### src/rtl/hud_pkg.sv
// Shared HUD definitions: the timer state encoding and the limits of the
// two-digit seconds display that the timer and the digit renderer both use.
package hud_pkg;

    typedef enum logic [1:0] {
        IDLE    = 2'd0,
        RUNNING = 2'd1,
        PAUSED  = 2'd2,
        EXPIRED = 2'd3
    } timer_state_t;

    localparam int MAX_DISPLAY_SECONDS = 99;
    localparam int DIGIT_W             = 10;
    localparam int DIGIT_H             = 13;

endpackage

### src/rtl/sec_prescaler.sv
// Divides clk by CLK_HZ: tick pulses for one cycle on the enabled cycle where the
// counter sits at CLK_HZ-1. clr restarts the second; a disabled counter holds.
module sec_prescaler #(
    parameter int CLK_HZ = 25_000_000
) (
    input  logic clk,
    input  logic rst,
    input  logic clr,
    input  logic en,
    output logic tick
);

    localparam int PW = (CLK_HZ > 1) ? $clog2(CLK_HZ) : 1;
    localparam logic [PW-1:0] TERM = PW'(CLK_HZ - 1);

    logic [PW-1:0] r_cnt;

    assign tick = en && (r_cnt == TERM);

    always_ff @(posedge clk) begin
        if (rst || clr) begin
            r_cnt <= '0;
        end else if (en) begin
            r_cnt <= tick ? '0 : r_cnt + PW'(1);
        end
    end

endmodule

### src/rtl/game_timer.sv
// Round countdown timer feeding the HUD seconds display.
// Optional GAME_TIMER_FRAME_SYNC_EN: game_duration only updates on frame_start.
module game_timer
    import hud_pkg::*;
#(
    parameter int CLK_HZ        = 25_000_000,
    parameter int ROUND_SECONDS = 99
) (
    input  logic       clk,
    input  logic       rst,
    input  logic       start,
    input  logic       pause,
    input  logic       frame_start,
    output logic [6:0] game_duration,
    output logic       running,
    output logic       expired,
    output logic       time_up
);

    generate
        if (CLK_HZ < 2 || ROUND_SECONDS < 1 || ROUND_SECONDS > MAX_DISPLAY_SECONDS) begin : g_bad_param
            $error("game_timer: CLK_HZ must be >= 2 and ROUND_SECONDS in 1..99");
        end
    endgenerate

    localparam logic [6:0] RELOAD = 7'(ROUND_SECONDS);

    timer_state_t r_state, w_state_next;
    logic [6:0]   r_count, w_count_next;
    logic         r_time_up, w_time_up_next;
    logic         w_tick, w_en;

    // start overrides counting so a coincident tick can never decrement the reload
    assign w_en = (r_state == RUNNING) && !pause && !start;

    sec_prescaler #(.CLK_HZ(CLK_HZ)) u_prescaler (
        .clk  (clk),
        .rst  (rst),
        .clr  (start),
        .en   (w_en),
        .tick (w_tick)
    );

    always_ff @(posedge clk) begin
        if (rst) begin
            r_state   <= IDLE;
            r_count   <= RELOAD;
            r_time_up <= 1'b0;
        end else begin
            r_state   <= w_state_next;
            r_count   <= w_count_next;
            r_time_up <= w_time_up_next;
        end
    end

    always_comb begin
        w_state_next   = r_state;
        w_count_next   = r_count;
        w_time_up_next = 1'b0;
        if (start) begin
            w_state_next = RUNNING;
            w_count_next = RELOAD;
        end else begin
            case (r_state)
                RUNNING: begin
                    if (pause) begin
                        w_state_next = PAUSED;
                    end else if (w_tick) begin
                        if (r_count <= 7'd1) begin
                            w_count_next   = 7'd0;
                            w_state_next   = EXPIRED;
                            w_time_up_next = 1'b1;
                        end else begin
                            w_count_next = r_count - 7'd1;
                        end
                    end
                end
                PAUSED: begin
                    if (!pause) w_state_next = RUNNING;
                end
                default: ;
            endcase
        end
    end

    assign running = (r_state == RUNNING);
    assign expired = (r_state == EXPIRED);
    assign time_up = r_time_up;

`ifdef GAME_TIMER_FRAME_SYNC_EN
    logic [6:0] r_shadow;

    // The shadow samples the count after this edge's update, so the HUD matches state
    always_ff @(posedge clk) begin
        if (rst) begin
            r_shadow <= RELOAD;
        end else if (frame_start) begin
            r_shadow <= w_count_next;
        end
    end

    assign game_duration = r_shadow;
`else
    logic w_unused_frame_start;
    assign w_unused_frame_start = frame_start;
    assign game_duration        = r_count;
`endif

endmodule
### config.mk
export PLATFORM = sky130hd
export DESIGN_NAME = game_timer
export DESIGN_NICKNAME = d
export VERILOG_FILES = /design/src/rtl/hud_pkg.sv /design/src/rtl/sec_prescaler.sv /design/src/rtl/game_timer.sv
export SDC_FILE = /design/constraint.sdc
export NUM_CORES = 1
export LEC_CHECK = 0
export ABC_AREA = 1
export CAP_MARGIN = 10
export CORE_MARGIN = 2
export CORE_UTILIZATION = 63
export DETAILED_ROUTE_END_ITERATION = 10
export GPL_TIMING_DRIVEN = 0
export PLACE_DENSITY = 0.83
export SKIP_CTS_REPAIR_TIMING = 1
export SLEW_MARGIN = 20
export SYNTH_ARGS = -nofsm -noshare
export SYNTH_HDL_FRONTEND = slang
export SYNTH_SLANG_ARGS = --single-unit
### constraint.sdc
create_clock -name clk -period 3.3 [get_ports clk]
set_input_delay 0.66 -clock clk [delete_from_list [all_inputs] [get_ports clk]]
set_output_delay 0.66 -clock clk [all_outputs]
set_load 0.02 [all_outputs]
Word-level counts from Yosys, hierarchy flattened
Cells that the tools add are included.

word-level totals
  flip-flop bits (word level) = 35
  output and inout port bits = 10
  input port bits = 5

operators by class
  magnitude comparators = 1
  eq/ne operators = 10
  reduce and logical (&&, ||, !) cells = 13
  bitwise operators = 3
  mux-type cells = 9
  add/subtract/negate cells = 2

operator list
  operator               number
  $add 25x1->25 const B  1
  $eq 25x25->1 const B   1
  $mux 25                1
  $mux 2                 4
  $ne 4x3->1 const B     2
  $reduce_and 4->1       2
  $le 7x1->1 const B     1
  $mux 7                 1
  $sub 7x1->7 const B    1
  $ne 3x2->1 const B     2
  $reduce_or 5->1        1
  $eq 2x2->1 const B     2
  $pmux 2 s2             1
  $logic_and 1x1->1      3
  $ne 3x3->1 const B     1
  $not 1->1              3
  $reduce_and 3->1       1
  $reduce_bool 3->1      1
  $eq 2x1->1 const B     1
  $logic_not 1->1        2
  $mux 1                 2
  $ne 2x2->1 const B     1
  $reduce_bool 2->1      1
  $reduce_or 2->1        1
  $logic_or 1x1->1       1

Depth between registers and ports, before layout
  depth after elaboration = 8
  mapped depth = 11
  depth with buffers taken out = 10

Hierarchy
A second synthesis with hierarchy kept.

second synthesis, totals
  cells, all modules = 337
  area, all modules = 2183.3 sq um

by module, submodules not included
  module         seq. area each (sq um)  times used  cells each  area an instance (sq um)
  sec_prescaler  500.5                   1           256         1604.0
  game_timer     200.2                   1           81          579.3

Worst setup path after synthesis
No wires, ideal clock.

  path kind = input to register
  from = in start
  to = reg u_prescaler.r_cnt[7]
  cell stages on the path = 8
  library setup time = 0.108 ns
  slack = 1.651 ns
  data arrival time = 1.541 ns
  cells stage by stage = inv_1 -> nand2_1 -> nor2_4 -> nand3_2 -> nor2_1 -> nand3_1 -> nand3_2 -> inv_2

on the way
  longest elaborated chain between the ends = 4
  elaborated cells between the ends (all ways) = 5
  classes of those cells = mux: 1; reduce/logical: 4

RTL lines
  what                  line                 text
  start, declared       game_timer.sv:11     input logic start,
  $logic_not 1->1       game_timer.sv:34     assign w_en = (r_state == RUNNING) && !pause && !start;
  $logic_and 1x1->1     game_timer.sv:34
  $logic_and 1x1->1     sec_prescaler.sv:18  assign tick = en && (r_cnt == TERM);
  $mux 25               sec_prescaler.sv:24  r_cnt <= tick ? '0 : r_cnt + PW'(1);
  end signal, assigned  sec_prescaler.sv:24
  end, declared         sec_prescaler.sv:16  logic [PW-1:0] r_cnt;

Several ways; a longest one is shown, not always the timed one.
A chain may end at the register's enable or synchronous reset.

Worst setup path after layout
  from = reg r_state[0]
  to = out running

on the way
  longest elaborated chain between the ends = 1

RTL lines
  what                    line              text
  start, declared         game_timer.sv:28  timer_state_t r_state, w_state_next;
  start signal, assigned  game_timer.sv:50  r_state <= w_state_next;
  $eq 2x1->1              game_timer.sv:86  assign running = (r_state == RUNNING);
  end, declared           game_timer.sv:15  output logic running,

No other way between the ends.

==> results.cfg <==
[outcome]
status = finished, final reports clean

[clock_network]
insertion_delay_ns = 0.34
cts_sinks = 35
cts-root-buf = clkbuf_4
cts-buffers-inserted = 5
clkTransAtPathRegs_ns = 0.11
clock_path_buffers = 2
cts_tree = built
h-tree-depth = 2

[logic_synthesis]
synthFlopType = dfxtp_1
ys_ff_latch = 35
synth_area_um2 = 2160
synth.avg_cell_area_um2 = 6.03
synthDistinctLibCells = 30
synth-seq-area-share_pct = 32.4
synthXorXnorAreaFrac_pct = 2.02
async_flop_share_pct = 0
yosys_warnings = 0
syn_nets = 367
synth_top_family_by_area = simple AND/OR/NAND/NOR gates
synth_adder_area_share_pct = 1.74
synth-compound-area-share_pct = 5.38
synthMuxAreaShare_pct = 0
synth_edf_count = 0
synthSimpleGateAreaFrac_pct = 48.9
synthCells = 359

[layout]
layout.nets = 387
area_delta_synth_final_pct = 11.3
n_antenna_cell = 0
drive_gt1_share_pct = 7.65
mostFrequentLayoutCells = 92 x nand2_1, 80 x nor2_1, 42 x inv_1
final_area_um2 = 2410
final_common_cell = nand2_1

[sta]
maxSlewHeadroom_pct = 60.5
clock_skew_ns = 0.0121
rsz0062_at_grt = no
timing.fmax_mhz = 470
whs_ns = 0.514
finalSetupTns_ns = 0
setup-violations-final = 0
finalHoldViolations = 0
drv_slew = 0
worst_pin_slew_ns = 0.593
fin_crit_sh_pct = 64.5
fin_crit_ns = 2.13

[global_routing]
grt_max_degree = 11
grt_pass1_vias = 1971
antenna_found_initial = 0
grt_overflow_total = 0
grtUsageTotal_pct = 27.1
grt_pass1_wl_um = 8630

[die]
initial_core_util_pct = 65.3
dieArea_um2 = 3920
rows = 21
die_height_um = 62.6
io_pins = 15
core_area_um2 = 3310
die_x_um = 62.6

[worst_setup_path]
cp.arrival_ns = 1.47
end_kind = primary output
crit_type = flop to primary output
path_max_fanout = 4
cp.required_ns = 2.64
crit_buf_inv = 2
cp_cell_sequence = inv_1 -> nor2_1 -> clkdlybuf4s50_1
crit_family = buffers and inverters
critPathMaxStageDelay_ns = 0.60
crit_path_top_delay_cell = clkdlybuf4s50_1
cp-start-kind = flop

[drt]
avgRoutedWirePerCell_um = 11.4
ant_nets = 0
first_pass_iters = 5
drc_errors = 0
avgViaCountPerCell = 5.25
first_iter_violations = 170
wl_um = 4860
via_count = 2231

[place]
place_hpwl_um = 3680
portBuffers = 13
dpl_cell_area_um2 = 2350
place.gp.congestion = 0.902

[power]
p_leak_uw = 0.000922
peakVddDrop_uv = 221
power_density_nw_per_um2 = 290

[flow_run]
maxCapViolCount = 0

[worst_hold_path]
hold_class = flop to flop
## path summary, 6_finish.rpt
kind                                            from                    end  slack [ns]  cells after the start
worst min register to register  u_prescaler.r_cnt[1]   u_prescaler.r_cnt[1]        0.51                      2
worst max-delay path                      r_state[0]                running        1.17                      3
worst min-delay path            u_prescaler.r_cnt[1]   u_prescaler.r_cnt[1]        0.51                      2
worst max register to register  u_prescaler.r_cnt[0]  u_prescaler.r_cnt[20]        1.53                     11
## metal layers
metal | share of wire, % | GRT usage, % | vias up
met5 | 0 | 0 | -
met4 | 1.0 | 8.89 | 0
met3 | 6.0 | 5.59 | 6
met2 | 45 | 43.7 | 67
met1 | 48 | 36.2 | 994
li1 | - | - | 1164
## registers in the layout, summed over array words and instances (netlist names)
signal	count
game_duration	7
r_state	2
time_up	1
u_prescaler.r_cnt	25
## Yosys cell counts, types with 2 or more instances
cell | number | area share [%]
a21oi_1 | 11 | 2.5
dfxtp_1 | 35 | 32
ha_1 | 3 | 1.7
inv_1 | 42 | 7.3
inv_2 | 7 | 1.2
nand2_1 | 92 | 16
nand2_2 | 2 | 0.58
nand3_1 | 41 | 9.5
nand3_2 | 3 | 1.4
nand4_1 | 5 | 1.4
nor2_1 | 80 | 14
nor2_2 | 4 | 1.2
nor2_4 | 3 | 1.6
nor3_1 | 5 | 1.2
nor3b_1 | 2 | 0.69
o21ai_0 | 7 | 1.6
xnor2_1 | 2 | 0.81
xor2_1 | 3 | 1.2
## worst reg2reg max path, stage by stage (launching register included)
cell and delay [ns]:
dfxtp_1 0.41, ha_1 0.23, nand2_1 0.08, nor2_2 0.18, nand2_2 0.09, nor2_4 0.12, nand3_2 0.11, nand2_4 0.15
inv_2 0.07, buf_6 0.15, nand2_1 0.06, nor2_1 0.04
## metrics by stage
step	setup slack, ns	power, uW	util (%)	instances
finish	1.17	698	72.7	425
global route	1.04	719	72.7	425
CTS	1.16	701	72.7	425
detailed placement	0.960	468	71.0	418
global placement	1.03	467	71.0	418
floorplan	1.65	455	-	359
## where the power goes
| part | internal (uW) | switching [uW] |
|---|---|---|
| logic | 11.9 | 21.4 |
| registers | 424 | 1.53 |
| clock network | 98.7 | 141 |
## cells by family after synthesis
| logic type | count (synthesis) |
|---|---|
| AOI/OAI and AO/OA | 22 |
| xor gates and xnor gates | 5 |
| adders and majority gates | 3 |
| buffers and inverters | 53 |
| DFF | 35 |
| and+or+nand+nor | 241 |
## final cells by class
type	count	area, um2
plain buffers	3	20.0
clock buffers	6	51.3
clock inverters	1	5.00
fillers	316	903
inverters	50	188
multi-input cells	271	1250
flip-flops and latches	35	701
well taps	46	57.6
repair buffers	13	130
Power figures use the tool's default switching activity.
